$ cat src/rtl/led_bar_pkg.sv
// Shared types and sizing helpers for the LED countdown bar reader.
package led_bar_pkg;

   localparam int LED_W_DEF = 8;

   typedef enum logic [1:0] {
      ST_IDLE     = 2'd0,
      ST_COUNTING = 2'd1,
      ST_FULL     = 2'd2
   } led_state_e;

   // Bits needed to hold a level in 0..w inclusive.
   function automatic int lvl_width(input int w);
      return $clog2(w + 1);
   endfunction

endpackage

$ cat src/rtl/led_bar_decoder_thermo_check.sv
// Combinational popcount and LSB-justified thermometer check.
module thermo_check #(
   parameter int W  = 8,
   parameter int CW = $clog2(W + 1)
) (
   input  logic [W-1:0]  data,
   output logic [CW-1:0] count,
   output logic          valid
);

   logic [W-1:0] data_plus1;

   always_comb begin
      count = '0;
      for (int i = 0; i < W; i++) begin
         count = count + CW'(data[i]);
      end
   end

   // A thermometer (or zero) has no set bit above the first carry position.
   assign data_plus1 = data + W'(1);
   assign valid      = ((data & data_plus1) == '0);

endmodule

$ cat src/rtl/led_bar_decoder.sv
// Reads the LED bar bus, removes blinking and recovers the countdown stage.
module led_bar_decoder
   import led_bar_pkg::*;
#(
   parameter  int LED_W      = LED_W_DEF,
   parameter  int HOLD_TICKS = 40,
   parameter  int ERR_TICKS  = 2,
   localparam int LVL_W      = lvl_width(LED_W)
) (
   input  logic             clk,
   input  logic             rst,
   input  logic             tick,
   input  logic [LED_W-1:0] led_in,
   output logic [LVL_W-1:0] level,
   output logic [1:0]       state,
   output logic             blinking,
   output logic             stage_pulse,
   output logic             boom,
   output logic             pattern_err
);

   localparam int HOLD_W = $clog2(HOLD_TICKS + 1);
   localparam int ERR_W  = $clog2(ERR_TICKS + 1);

   localparam logic [HOLD_W-1:0] HOLD_MAX = HOLD_W'(HOLD_TICKS);
   localparam logic [ERR_W-1:0]  ERR_MAX  = ERR_W'(ERR_TICKS);
   localparam logic [LVL_W-1:0]  LVL_FULL = LVL_W'(LED_W);

   logic [LED_W-1:0]  sync1_q, sync2_q;
   logic [LVL_W-1:0]  level_q, level_d;
   led_state_e        state_q, state_d;
   logic              blinking_q, blinking_d;
   logic              stage_pulse_q, stage_pulse_d;
   logic              boom_q, boom_d;
   logic              pattern_err_q, pattern_err_d;
   logic [HOLD_W-1:0] hold_cnt_q, hold_cnt_d;
   logic [HOLD_W-1:0] steady_cnt_q, steady_cnt_d;
   logic [ERR_W-1:0]  err_cnt_q, err_cnt_d;

   logic [LVL_W-1:0]  lit_cnt;
   logic              lit_valid;

   thermo_check #(
      .W  (LED_W),
      .CW (LVL_W)
   ) u_thermo_check (
      .data  (sync2_q),
      .count (lit_cnt),
      .valid (lit_valid)
   );

   always_comb begin
      level_d       = level_q;
      state_d       = state_q;
      blinking_d    = blinking_q;
      stage_pulse_d = 1'b0;
      boom_d        = 1'b0;
      pattern_err_d = pattern_err_q;
      hold_cnt_d    = hold_cnt_q;
      steady_cnt_d  = steady_cnt_q;
      err_cnt_d     = err_cnt_q;

      if (tick) begin
         if (!lit_valid) begin
            if (err_cnt_q != ERR_MAX) begin
               err_cnt_d = err_cnt_q + ERR_W'(1);
            end
            if (err_cnt_d == ERR_MAX) begin
               pattern_err_d = 1'b1;
            end
         end else if (lit_cnt == '0) begin
            // Dark tick: either a blink off-phase or the bar being cleared.
            err_cnt_d    = '0;
            steady_cnt_d = '0;
            if (hold_cnt_q != HOLD_MAX) begin
               hold_cnt_d = hold_cnt_q + HOLD_W'(1);
            end
            if (hold_cnt_d == HOLD_MAX) begin
               level_d    = '0;
               state_d    = ST_IDLE;
               blinking_d = 1'b0;
            end
         end else begin
            err_cnt_d  = '0;
            hold_cnt_d = '0;
            if (hold_cnt_q != '0 && hold_cnt_q != HOLD_MAX) begin
               blinking_d = 1'b1;
            end
            if (steady_cnt_q != HOLD_MAX) begin
               steady_cnt_d = steady_cnt_q + HOLD_W'(1);
            end
            if (blinking_q && steady_cnt_d == HOLD_MAX) begin
               blinking_d = 1'b0;
            end
            if (lit_cnt > level_q) begin
               level_d       = lit_cnt;
               stage_pulse_d = 1'b1;
            end else if (lit_cnt < level_q) begin
               level_d = lit_cnt;
            end
            if (lit_cnt == LVL_FULL) begin
               state_d = ST_FULL;
               boom_d  = (state_q != ST_FULL);
            end else begin
               state_d = ST_COUNTING;
            end
         end
      end
   end

   always_ff @(posedge clk or posedge rst) begin
      if (rst) begin
         sync1_q       <= '0;
         sync2_q       <= '0;
         level_q       <= '0;
         state_q       <= ST_IDLE;
         blinking_q    <= 1'b0;
         stage_pulse_q <= 1'b0;
         boom_q        <= 1'b0;
         pattern_err_q <= 1'b0;
         hold_cnt_q    <= '0;
         steady_cnt_q  <= '0;
         err_cnt_q     <= '0;
      end else begin
         sync1_q       <= led_in;
         sync2_q       <= sync1_q;
         level_q       <= level_d;
         state_q       <= state_d;
         blinking_q    <= blinking_d;
         stage_pulse_q <= stage_pulse_d;
         boom_q        <= boom_d;
         pattern_err_q <= pattern_err_d;
         hold_cnt_q    <= hold_cnt_d;
         steady_cnt_q  <= steady_cnt_d;
         err_cnt_q     <= err_cnt_d;
      end
   end

   assign level       = level_q;
   assign state       = state_q;
   assign blinking    = blinking_q;
   assign stage_pulse = stage_pulse_q;
   assign boom        = boom_q;
   assign pattern_err = pattern_err_q;

endmodule
$ cat config.mk
export PLATFORM = sky130hd
export DESIGN_NAME = led_bar_decoder
export DESIGN_NICKNAME = d
export VERILOG_FILES = /design/src/rtl/led_bar_pkg.sv /design/src/rtl/led_bar_decoder_thermo_check.sv /design/src/rtl/led_bar_decoder.sv
export SDC_FILE = /design/constraint.sdc
export NUM_CORES = 1
export LEC_CHECK = 0
export ABC_AREA = 1
export BUFFER_PORTS_ARGS = -buffer_cell sky130_fd_sc_hd__clkbuf_2
export CORE_ASPECT_RATIO = 1.5
export CORE_MARGIN = 2
export CORE_UTILIZATION = 47
export CTS_CLUSTER_DIAMETER = 60
export DETAILED_ROUTE_END_ITERATION = 7
export GPL_ROUTABILITY_DRIVEN = 0
export HOLD_SLACK_MARGIN = 0.08
export PLACE_DENSITY_LB_ADDON = 0.25
export REMOVE_ABC_BUFFERS = 1
export SETUP_SLACK_MARGIN = 0.1
export SLEW_MARGIN = 25
export SYNTH_ARGS = -nofsm -noshare
export SYNTH_HDL_FRONTEND = slang
export SYNTH_HIERARCHICAL = 1
export SYNTH_SLANG_ARGS = --single-unit
$ cat constraint.sdc
create_clock -name clk -period 9.2 [get_ports clk]
set_clock_uncertainty 0.2 [all_clocks]
set_input_delay 0.46 -clock clk [delete_from_list [all_inputs] [get_ports clk]]
set_output_delay 0.46 -clock clk [all_outputs]
set_load 0.05 [all_outputs]
==> results of run 1 <==
[repair_timing]
action | CTS | global route
setup buffers | 0 | 0
hold buffers | 8 | 1
endpoints found under the hold margin | 35 | 1
[power by group]
group	internal, µW	switching [µW]	leakage, µW
Sequential	214	33.5	0.000488
Combinational	87.9	174	0.000717
Clock	80.3	62.6	0.0000541
Total	382	270	0.00126
[metal layers]
metal,GRT usage (%),share of wire [%],up-vias
met3,4.27,2.3,4
met2,31.8,54,16
met4,6.98,1.7,0
met1,21.3,42,730
met5,0,0,-
li1,-,-,798
[Yosys cell counts]
library cell               instances  share of area (%)
sky130_fd_sc_hd__inv_1            45                8.2
sky130_fd_sc_hd__nor2_1           16                2.9
sky130_fd_sc_hd__or2_2             1               0.30
sky130_fd_sc_hd__nor3_4            1               0.79
sky130_fd_sc_hd__clkbuf_1          1               0.18
sky130_fd_sc_hd__xnor2_1           1               0.42
sky130_fd_sc_hd__a21oi_1           2               0.48
sky130_fd_sc_hd__xor2_1            4                1.7
sky130_fd_sc_hd__o211ai_1          1               0.36
sky130_fd_sc_hd__dfrtp_1          40                 48
sky130_fd_sc_hd__nand3_2           3                1.5
sky130_fd_sc_hd__ha_1             14                8.5
sky130_fd_sc_hd__o21ai_2           2               0.85
sky130_fd_sc_hd__nor2_2            3               0.91
sky130_fd_sc_hd__nand4_1           2               0.60
sky130_fd_sc_hd__o22ai_1           7                2.1
sky130_fd_sc_hd__fa_1              4                3.9
sky130_fd_sc_hd__nand3_1          19                4.6
sky130_fd_sc_hd__clkinv_1          2               0.36
sky130_fd_sc_hd__o21ai_0          10                2.4
sky130_fd_sc_hd__nand2_4           2                1.1
sky130_fd_sc_hd__nand2_1          49                8.9
sky130_fd_sc_hd__a21oi_2           1               0.42
sky130_fd_sc_hd__inv_2             2               0.36
[sequential cells by signal, indices dropped and copies added (netlist names)]
| signal | cells |
|---|---|
| stage_pulse | 1 |
| boom | 1 |
| err_cnt_q | 2 |
| hold_cnt_q | 6 |
| sync1_q | 8 |
| steady_cnt_q | 6 |
| blinking | 1 |
| sync2_q | 8 |
| pattern_err | 1 |
| level | 4 |
| state | 2 |
[cell families (layout without fill, tap and decap cells)]
kind of cell | Yosys count | count (layout)
AND/OR/NAND/NOR | 96 | 96
buffers and inverters | 50 | 87
flip-flops | 40 | 40
AO/OA/AOI/OAI | 23 | 23
adder cells (fa/ha/maj) | 18 | 18
XOR/XNOR | 5 | 5
[cell type report]
type / count / area (µm²)
flip-flops and latches: 40 / 1000
fillers: 403 / 1810
clock buffers: 5 / 68.8
repair buffers: 30 / 198
inverters: 49 / 184
well taps: 46 / 57.6
multi-input cells: 142 / 882
clock inverters: 3 / 42.5
[worst paths after layout]
check	startpoint	end	slack [ps]	depth (start not counted)
setup / recovery	sync2_q[0]	level[3]	4900	19
hold / removal	sync1_q[0]	sync2_q[0]	140	0
setup reg to reg	sync2_q[0]	level[3]	4900	19
hold reg to reg	sync1_q[0]	sync2_q[0]	140	0
max in group asynchronous	rst	level[2]	7840	4
min in group asynchronous	rst	hold_cnt_q[3]	620	4
[per-stage QoR]
step / hold WS (ps) / std cells / setup WS (ps)
final: 141 / 315 / 4900
after global routing: 151 / 315 / 4640
after CTS: 84.3 / 314 / 4910
after detailed placement: 135 / 298 / 4940
after global placement: 133 / 298 / 5030
after floorplan: 131 / 231 / 5150
==> summary.md, run 1 <==
In this run the worst path has a maximum fanout of 6. With fillers left out, the area of the finished cells amounts to 2430 µm². The tools report the total of warnings raised by yosys as 6.

The tools report the area of placed instances as 2230 µm². In this run the remaining antenna-violating nets after routing total 0. IR analysis of the VDD net gives a maximum drop of 0.000175 V. The synthesized instance count is 232. STA puts the critical path data required time at 9210 ps.

The post-synthesis mux area share was 0%; the power per cell area was 268 nW/µm². The portion of the clock cycle consumed by the worst path in the final layout is 46.7%. For the sum of negative setup slack, the log shows 0 ps. Via count normalized by instance count: 4.91.

The floorplan step set the die height to 85.3 µm. The final hold violation count was 0. Power comes to 652 µW. The first detailed-routing pass ran for 3 iterations. Xor and xnor area share after synthesis: 2.11%. Detailed routing inserted a total of 1548 vias. The total buffers and inverters traversed by the critical path is 4. Entering global routing, the biggest net connects 41 pins.

The detailed-route DRC error count is 0. The worst min-delay path class was flop to flop. Largest delay contributor family on the critical path: adder cells. The clock period minus final worst setup slack was 4300 ps; the initial standard-cell utilization of the core was 48.8%. Across every metal layer, demand over resource in global routing totals 18.3%. The highest cell delay on the worst timing path came out at 560 ps.

The run gives 0 as the total congestion overflow after global routing. The number of standard-cell rows in the floorplan is 29, and the number of maximum-capacitance constraint violations is 0. The startpoint type of the worst setup path is a flop. The tools report the relative slew slack as 67.4%.

The tools report the nature of the critical path endpoint as a flop. The leakage power of the design is 0.00126 µW, and the actual slew at the worst max-slew pin is 488 ps. Input and output buffers added on the ports amount to 20.

The count of routing violations after the opening detailed-route iteration was 37; the basic-gate share of the synthesized area counting and, or, nand and nor cells was 21.5%. Dividing the detail-routed wire length by the instance count gives 11.9 µm. In this run, synthesis produced a sequential element count of 40.

The flow ran to the end, and the final reports show no timing, DRC or antenna violations. After synthesis the cells add up to 2070 µm². The tree is rooted in a sky130_fd_sc_hd__clkbuf_8. The buffer depth of the longest clock path was 2. For the initial antenna violation count, the log shows 0.

Arithmetic-cell share of the synthesized area counting full adders, half adders and majority gates: 12.3%. The number of H-tree levels was 2; the fraction of the mapped netlist area in compound gates was 6.65%. Core region area: 4250 µm².

Setup repair after global routing left no endpoint under its margin. The number of sinks handled by clock tree synthesis came out at 40. Main combinational cell family by area after synthesis: simple AND/OR/NAND/NOR gates. The number of max-slew violations in the final report is 0, and the floorplan die area is 4960 µm².

The library cell used most frequently in the layout, excluding fill and tap cells, is sky130_fd_sc_hd__nand2_1. The chip width came out at 58.2 µm. At the end of the flow the core is filled with cells to 57.3%. Relative to the synthesized area, the layout overhead comes to 17.5%. Setup violations remaining at the end of the flow were counted as 0. The tools report the diode insertion count for antenna repair as 0.

TritonCTS built the clock tree. The later-pin clock latency in the skew report is 290 ps, and the post-cts sizing count is 0. The clock-pin slew reported for the worst setup and hold paths after clock tree synthesis is 80 ps, and the share of cells above drive strength 1 is 16.4%.

The synthesized netlist contains 24 unique library cells. For this design the top-level I/O count stands at 21. The first-pass GRT wire length is 6.82 mm. In the layout the commonest cells are 49 x sky130_fd_sc_hd__nand2_1, 45 x sky130_fd_sc_hd__inv_1, 40 x sky130_fd_sc_hd__dfrtp_1. Traced cell by cell, the critical path runs through fa_1 -> inv_1 -> fa_1 -> fa_1 -> inv_1 -> ha_1 -> inv_1 -> fa_1 -> xnor2_1 -> ha_1 -> nand2_1 -> inv_1 -> o21ai_0 -> nand2_1 -> nand2_1 -> nand3_1 -> nand2_4 -> nand2_1 -> o21ai_2. For this run, the top clock speed supported by timing is 0.233 GHz. Share of synthesized area occupied by flip-flops and latches: 48.3%. Number of global-route vias before repair: 1561.

The kind of critical path is flop to flop. After legalization and detailed placement, the total HPWL measured 2.72 mm. After synthesis, the mean cell area works out to 8.93 µm².

After the last flow step, the layout net total stands at 297. For the total routed wirelength, the log shows 3.75 mm. Standard cell with the maximum stage delay on the critical path: sky130_fd_sc_hd__fa_1. At the worst endpoint, the arrival time is 4310 ps. Number of CTS-inserted buffers: 5.
Power figures use the tool's default switching activity.
==> run 2: changes to the inputs <==
ABC_AREA = 0   (was 1)
clock period = 4.4 ns   (was 9.2 ns; I/O delays follow)
==> summary.md, run 2 <==
The flow ran to the end, and the final reports show no timing, DRC or antenna violations. The area growth from synthesis to final layout was 23.3%. The tools report the count of different cell masters after synthesis as 46 (+92%). The portion of the clock cycle consumed by the worst path in the final layout is 99.1% (+52 points). The run gives 854 µW (+120%) as the internal power. Critical path data required time: 4390 ps (-4820 ps). The maximum fanout along the worst path came out at 4 (-2). Setup repair after global routing could not meet its margin everywhere.

Counting stages on the worst path, the most repeated cell is sky130_fd_sc_hd__fa_1. Net switching power of the design: 538 µW (+99%). For the number of antenna-violating nets in the routed design, the log shows 0 (unchanged). The detailed placement HPWL is 3.23 mm (+18%), and the total congestion overflow after global routing is 0 (unchanged).

The final routed wire length divided by cell count works out to 15.1 µm (+27%). The cell sitting at the root of the clock tree is a sky130_fd_sc_hd__clkbuf_8. The number of buffers inserted by port buffering is 20 (unchanged). For the number of maximum-capacitance constraint violations, the log shows 0 (unchanged). By startpoint and endpoint, the worst setup path is classified as flop to flop.

The count of cells along the worst register-to-register path is 15 (-4), and the final hold violation count is 0 (unchanged). The relative slew slack came out at 60.8% (-6.7 points). The most common cell in the synthesized netlist is sky130_fd_sc_hd__dfrtp_1. The number of H-tree levels was 2 (unchanged); the power per cell area was 528 nW/µm² (+97%). The via count normalized by instance count came out at 5.44 (+11%).

The clock period minus final worst setup slack was 4360 ps (+66.8 ps); the later-pin clock latency in the skew report was 300 ps (about the same). The logs give 42.7% (+2.6 points) for the combinational power share and 301 (-4.4%) for the final non-filler cell total. The number of global-route vias before repair was 1721 (+10%).

The async set-reset flop share out of synthesis was 100% (unchanged); the actual slew at the worst max-slew pin was 588 ps (+100 ps). The worst setup path is captured at a flop. In this run the worst setup path begins at sync2_q[0]. For the clock network fraction of design power, the log shows 22.1% (+0.2 points). The worst hold path begins at sync1_q[2]. The logs give 0 (unchanged) for the detailed-route DRC error count and 20.9% (+2.6 points) for the overall routing resource usage.

The synthesized area divided by synthesized cell count was 10.2 µm² (+14%); the portion of synthesized cell area occupied by the leading cell type was 46.8% (-1.5 points). The diode insertion count for antenna repair is 0 (unchanged), and the flip-flop and latch count after synthesis is 40 (unchanged). Switching power share of the total: 38.7% (-2.7 points). The sum of negative setup slack is 0 ps (unchanged). Number of standard-cell rows in the floorplan: 30 (+3.4%).

The largest total area in the synthesized netlist belongs to sky130_fd_sc_hd__dfrtp_1. The count of flip-flops with a built-in enable after synthesis was 0 (unchanged); the total I/O pin count was 21 (unchanged). The total buffers and inverters traversed by the critical path came out at 4 (unchanged).

The data arrival time of the critical path was 4350 ps (+40 ps); the y dimension of the die was 86.6 µm (+1.5%). The count of routing violations after the opening detailed-route iteration came out at 35 (-5.4%). For the peak clock frequency supported by timing, the log shows 0.229 GHz (-1.5%). The clock-pin slew reported for the worst setup and hold paths after clock tree synthesis is 80 ps (about the same), and the worst reg-to-reg setup slack is 40 ps (-4870 ps). TritonCTS built the clock tree. Traced cell by cell, the critical path runs through fa_1 -> inv_1 -> fa_1 -> fa_1 -> inv_2 -> ha_4 -> inv_2 -> fa_1 -> inv_2 -> ha_4 -> nor2b_4 -> or4_4 -> nand3_2 -> o2111ai_4 -> mux2_4.

Number of setup violations in the final report: 0 (unchanged). In the final layout, the registers with the most flip-flops are sync1_q (8), sync2_q (8). The number of sinks handled by clock tree synthesis is 40 (unchanged), and the peak supply drop is 0.000238 V (+36%).

The post-synthesis instance area is 2140 µm² (+3.3%). The cell depth of the worst setup path was 15 (-4). The total of warnings raised by yosys is 6 (unchanged). The worst hold path belongs to the class flop to flop.

Highest cell delay on the worst timing path: 540 ps (-20 ps). The vias after detailed routing came out at 1636 (+5.7%). The total routed wirelength came out at 4.56 mm (+22%).

By area the synthesized netlist is led by sky130_fd_sc_hd__dfrtp_1 47%, sky130_fd_sc_hd__ha_1 8.2%, sky130_fd_sc_hd__o21ai_0 5.1%. The leading cell type in the layout, fill and taps excluded was sky130_fd_sc_hd__dfrtp_1. Buffer depth of the longest clock path: 2 (unchanged). The logs give 282 (-5.4%) for the number of placed instances, taps included and 0.00125 µW (-0.77%) for the leakage power of the design. The end of the critical path was level[2]. Largest delay contributor family on the critical path: adder cells. The first-pass GRT wire length is 8.05 mm (+18%), and the number of CTS-inserted buffers is 5 (unchanged). For the share of synthesized area occupied by flip-flops and latches, the log shows 46.8% (-1.5 points). The commonest cells after synthesis are 40 x sky130_fd_sc_hd__dfrtp_1, 24 x sky130_fd_sc_hd__inv_1, 22 x sky130_fd_sc_hd__o21ai_0, 14 x sky130_fd_sc_hd__ha_1, 13 x sky130_fd_sc_hd__nand2_1. In this run the critical register-to-register path is captured at level[2].

The library cells used most frequently in the layout, excluding fill and tap cells, are 40 x sky130_fd_sc_hd__dfrtp_1, 22 x sky130_fd_sc_hd__o21ai_0, 21 x sky130_fd_sc_hd__inv_1. The initial antenna violation count was 0 (unchanged); the count of nets after finishing was 281 (-5.4%). Among all flip-flop cells after synthesis, the most frequent one is sky130_fd_sc_hd__dfrtp_1. Floorplan die area: 5120 µm² (+3.1%).

The share of cells above drive strength 1 came out at 24.1% (+7.8 points). For this design, the slowest cell found on the critical path is sky130_fd_sc_hd__fa_1. The number of max-slew violations in the final report came out at 0 (unchanged).

The chip width is 59.1 µm (+1.5%). The run gives 59.0% (+1.7 points) as the final core utilization. For the fraction of power consumed by sequential logic, the log shows 35.2% (-2.8 points).

The startpoint type of the worst setup path is a flop. The largest net degree at the start of global routing is 41 (unchanged), and the cell depth of the worst min-delay path is 0 (unchanged). The core region area is 4470 µm² (+5.2%). The number of detailed-routing iterations run before antenna repair came out at 5 (+2). The initial standard-cell utilization of the core was 47.9% (-0.91 points). Origin of the critical flop-to-flop path: sync2_q[0]. The synthesized instance count came out at 210 (-9.5%).
run 2: what timing repair did:
action | 4_1_cts | 5_1_grt
pin swaps | 1 | 1
hold endpoints to repair | 51 | 0
buffers inserted | 0 | 1
endpoints found under the setup margin | 4 | 15
gates resized for setup | 11 | 6
hold buffers | 10 | 0
run 2: through the flow:
step / power [µW] / area, µm² / hold slack [ps] / setup slack, ps
after CTS: 1370 / 2610 / 153 / -18.1
after floorplan: 841 / 2090 / 51.4 / 24.5
after global placement: 989 / 2340 / 130 / -73.7
final: 1390 / 2640 / 150 / 37.8
after detailed placement: 999 / 2340 / 130 / -117
after global routing: 1490 / 2640 / 162 / -91.6
run 2: cells by family after synthesis:
logic type / count (synthesis) / synth area share [%]
and+or+nand+nor: 60 / 16.0
muxes: 5 / 2.52
buffers and inverters: 34 / 6.85
adders and majority gates: 18 / 11.9
xor gates and xnor gates: 4 / 1.64
AOI/OAI and AO/OA: 49 / 14.3
DFF: 40 / 46.8
run 2: power groups by stage:
stage	logic (µW)	clock network (µW)	registers, µW
4_1_cts	564	313	490
5_1_grt	657	329	500
2_1_floorplan	258	0	583
3_5_place_dp	502	0	497
3_3_place_gp	493	0	496
6_report	594	308	490
run 2: area by class of cell:
type	instances	area [µm²]
Fill cell	396	1830
Tap cell	48	60.1
Multi-Input combinational cell	136	1060
Sequential cell	40	1000
Clock inverter	3	46.3
Clock buffer	5	68.8
Timing Repair Buffer	43	298
Inverter	26	97.6
run 2: how the worst min path moves through the flow:
stage,endpoint
floorplan,sync1_q[0]
global placement,sync1_q[6]
detailed placement,sync1_q[5]
CTS,sync2_q[2]
global route,sync2_q[5]
finish,sync2_q[2]
run 2: per-layer routing:
| layer | global-route usage [%] | share of wire, % | vias to the layer above |
|---|---|---|---|
| met1 | 25.1 | 41 | 798 |
| met4 | 9.09 | 2.2 | 0 |
| met3 | 3.73 | 2.0 | 9 |
| li1 | - | - | 813 |
| met5 | 0 | 0 | - |
| met2 | 35.8 | 55 | 16 |
run 2: worst register-to-register path: stages (launching register included):
cell	delay, ps
sky130_fd_sc_hd__dfrtp_1	410
sky130_fd_sc_hd__fa_1	540
sky130_fd_sc_hd__inv_1	50
sky130_fd_sc_hd__fa_1	490
sky130_fd_sc_hd__fa_1	420
sky130_fd_sc_hd__inv_2	80
sky130_fd_sc_hd__ha_4	130
sky130_fd_sc_hd__inv_2	30
sky130_fd_sc_hd__fa_1	490
sky130_fd_sc_hd__inv_2	50
sky130_fd_sc_hd__ha_4	210
sky130_fd_sc_hd__nor2b_4	120
sky130_fd_sc_hd__or4_4	410
sky130_fd_sc_hd__nand3_2	120
sky130_fd_sc_hd__o2111ai_4	160
sky130_fd_sc_hd__mux2_4	360
==> run 3: changes to the inputs <==
clock period = 3.75 ns   (was 4.4 ns; I/O delays follow)
==> summary.md, run 3 (synthesis gave the netlist of run 2 again) <==
Traced cell by cell, the critical path runs through fa_1 -> inv_1 -> fa_1 -> fa_1 -> inv_1 -> ha_2 -> inv_2 -> fa_1 -> inv_2 -> ha_4 -> nor2b_4 -> or4_4 -> nand3_4 -> o2111ai_4 -> mux2_4. The run gives 0 (unchanged) as the diode insertion count for antenna repair. In this run the worst hold path is classified as flop to flop. For the clock network fraction of design power, the log shows 19.6% (-2.5 points). The run gives 0.229 GHz (-0.19%) as the peak clock frequency supported by timing.

The run gives -738 ps (-621 ps) as the worst setup slack after placement. For this design, the slowest cell found on the critical path is sky130_fd_sc_hd__fa_1. The buffer depth of the longest clock path was 2 (unchanged); the area growth from synthesis to final layout was 34.2%. For the number of detailed-routing iterations run before antenna repair, the log shows 4 (-1).

The run finished, with violations left. The maximum fanout along the worst path is 4 (unchanged). The most frequent cell on the critical path is sky130_fd_sc_hd__fa_1. The sum of internal, switching and leakage power is 1790 µW (+29%).

The floorplan die area was 5120 µm² (unchanged). The worst reg-to-reg setup slack is -620 ps (-660 ps). The tools report the count of nets after finishing as 298 (+6.0%).

STA classifies the critical path startpoint as a flop. The peak supply drop came out at 0.000385 V (+61%). The actual slew at the worst max-slew pin was 576 ps (-12.4 ps); the clock period minus final worst setup slack was 4370 ps (+8.12 ps). The nature of the critical path endpoint is a flop. Final routed wire length divided by cell count: 15.4 µm (+1.9%).

Leaving out fill and tap cells, the most frequent cell in the layout is sky130_fd_sc_hd__dfrtp_1. Initial antenna violation count: 0 (unchanged). TritonCTS built the clock tree. The tools report the setup slack of the critical path after layout as -620 ps (-658 ps).

The portion of the clock cycle consumed by the worst path in the final layout came out at 117% (+17 points). The logs give 40 (unchanged) for the number of sinks handled by clock tree synthesis and 695 µW (+29%) for the net switching power of the design. The detailed placement HPWL is 3.31 mm (+2.7%). The share of cells above drive strength 1 came out at 33.7% (+9.6 points). In the layout the commonest cells are 40 x sky130_fd_sc_hd__dfrtp_1, 24 x sky130_fd_sc_hd__buf_4, 22 x sky130_fd_sc_hd__inv_1. The chip width was 59.1 µm (unchanged); the number of setup violations in the final report was 19 (+19). The detailed-route DRC error count came out at 0 (unchanged). The run gives 61.5% (+0.74 points) as the relative slew slack. The total congestion overflow after global routing is 0 (unchanged), and the number of standard-cell rows in the floorplan is 30 (unchanged). The run gives -6600 ps (-6600 ps) as the sum of negative setup slack.

The logs give 21.5% (+0.60 points) for the overall routing resource usage and 0 (unchanged) for the number of antenna-violating nets in the routed design. The core region area was 4470 µm² (unchanged). The via count normalized by instance count came out at 5.47 (+0.73%). The logs give 48.1% (+5.4 points) for the combinational power share and 1757 (+2.1%) for the number of global-route vias before repair.

The run gives 4.91 mm (+7.7%) as the total routed wirelength. The final hold violation count is 0 (unchanged). The clock root buffer is sky130_fd_sc_hd__clkbuf_8. For the data arrival time of the critical path, the log shows 4350 ps (about the same). The tools report the number of CTS-inserted buffers as 5 (unchanged). The final reports fail on negative setup slack. Y dimension of the die: 86.6 µm (unchanged). Number of H-tree levels: 2 (unchanged). The vias after detailed routing came out at 1741 (+6.4%).

The first-pass GRT wire length is 8.33 mm (+3.5%), and the number of placed instances, taps included is 292 (+3.5%). The tools report the later-pin clock latency in the skew report as 290 ps (about the same). The critical path data required time was 3730 ps (-660 ps).

The critical path is of the flop to flop type. The internal power is 1100 µW (+28%). The final core utilization was 64.2% (+5.2 points); the clock-pin slew reported for the worst setup and hold paths after clock tree synthesis was 80 ps (about the same). The largest net degree at the start of global routing is 41 (unchanged). In the final layout, the registers with the most flip-flops are sync1_q (8), sync2_q (8).

The fraction of power consumed by sequential logic came out at 32.3% (-2.9 points). Power per cell area: 624 nW/µm² (+18%). The switching power share of the total was 38.8% (+0.13 points). The leakage power of the design came out at 0.00136 µW (+8.5%).

The tools report the number of max-slew violations in the final report as 0 (unchanged). For the final non-filler cell total, the log shows 318 (+5.6%). The number of buffers inserted by port buffering is 20 (unchanged). The highest cell delay on the worst timing path was 540 ps (about the same); the total I/O pin count was 21 (unchanged). Setup repair after global routing could not meet its margin everywhere. The initial standard-cell utilization of the core is 47.9% (unchanged), and the number of maximum-capacitance constraint violations is 0 (unchanged). The count of routing violations after the opening detailed-route iteration came out at 56 (+60%).
==> run 3: cell types whose count changed in the layout (fill, tap and decap cells not counted), moves of 2 or more <==
cell                      change
sky130_fd_sc_hd__a21oi_2      +3
sky130_fd_sc_hd__nand3_1      -3
sky130_fd_sc_hd__a21oi_1      -3
sky130_fd_sc_hd__nand3_4      +2
sky130_fd_sc_hd__buf_6        +6
sky130_fd_sc_hd__o21ai_0     -12
sky130_fd_sc_hd__buf_4       +11
sky130_fd_sc_hd__o21ai_1     +11
==> run 3: final timing paths <==
check	depth (start not counted)	from	endpoint
min in group asynchronous	4	rst	sync1_q[4]
worst min-delay path	0	sync1_q[7]	sync2_q[7]
worst min register to register	0	sync1_q[7]	sync2_q[7]
worst max-delay path	15	sync2_q[0]	level[2]
max in group asynchronous	4	rst	boom
worst max register to register	15	sync2_q[0]	level[2]
==> run 3: critical path: cells and delay by family (launching register included) <==
kind	cells	cell delay (ps)
mux	1	340
compound gates	1	170
simple gates	3	640
buf+inv	4	210
flops	1	400
fa+ha+maj	6	2310
==> run 3: through the flow <==
step | instance area [µm²] | hold WS (ps)
finish | 2870 | 151
global placement | 2410 | 97.4
floorplan | 2090 | 18.9
global route | 2870 | 157
detailed placement | 2410 | 97.1
CTS | 2840 | 152
==> run 3: layout make-up <==
type                    count  area, µm²
fillers                   367       1600
multi-input cells         136       1150
flip-flops and latches     40       1000
repair buffers             60        448
inverters                  26       97.6
clock buffers               5       68.8
well taps                  48       60.1
clock inverters             3       42.5
==> run 3: timing repair <==
| item | CTS | global route |
|---|---|---|
| hold buffers | 10 | 0 |
| endpoints found under the setup margin | 20 | 21 |
| setup buffers | 7 | 3 |
| resized for setup | 48 | 6 |
| cloned | 0 | 0 |
| pin swaps | 4 | 3 |
| endpoints found under the hold margin | 51 | 0 |
==> run 3: power groups by stage <==
stage | Combinational [µW] | Sequential (µW) | Clock (µW)
3_5_place_dp | 616 | 584 | 0
2_1_floorplan | 302 | 684 | 0
4_1_cts | 816 | 579 | 356
5_1_grt | 940 | 592 | 372
3_3_place_gp | 607 | 582 | 0
6_report | 862 | 578 | 352
==> run 3: metal layers <==
layer / part of all wire, % / up-vias / GRT usage [%]
met5: 0 / - / 0
met4: 1.3 / 0 / 6.20
met3: 1.7 / 6 / 3.13
met2: 56 / 25 / 39.7
met1: 41 / 863 / 25.0
li1: - / 847 / -
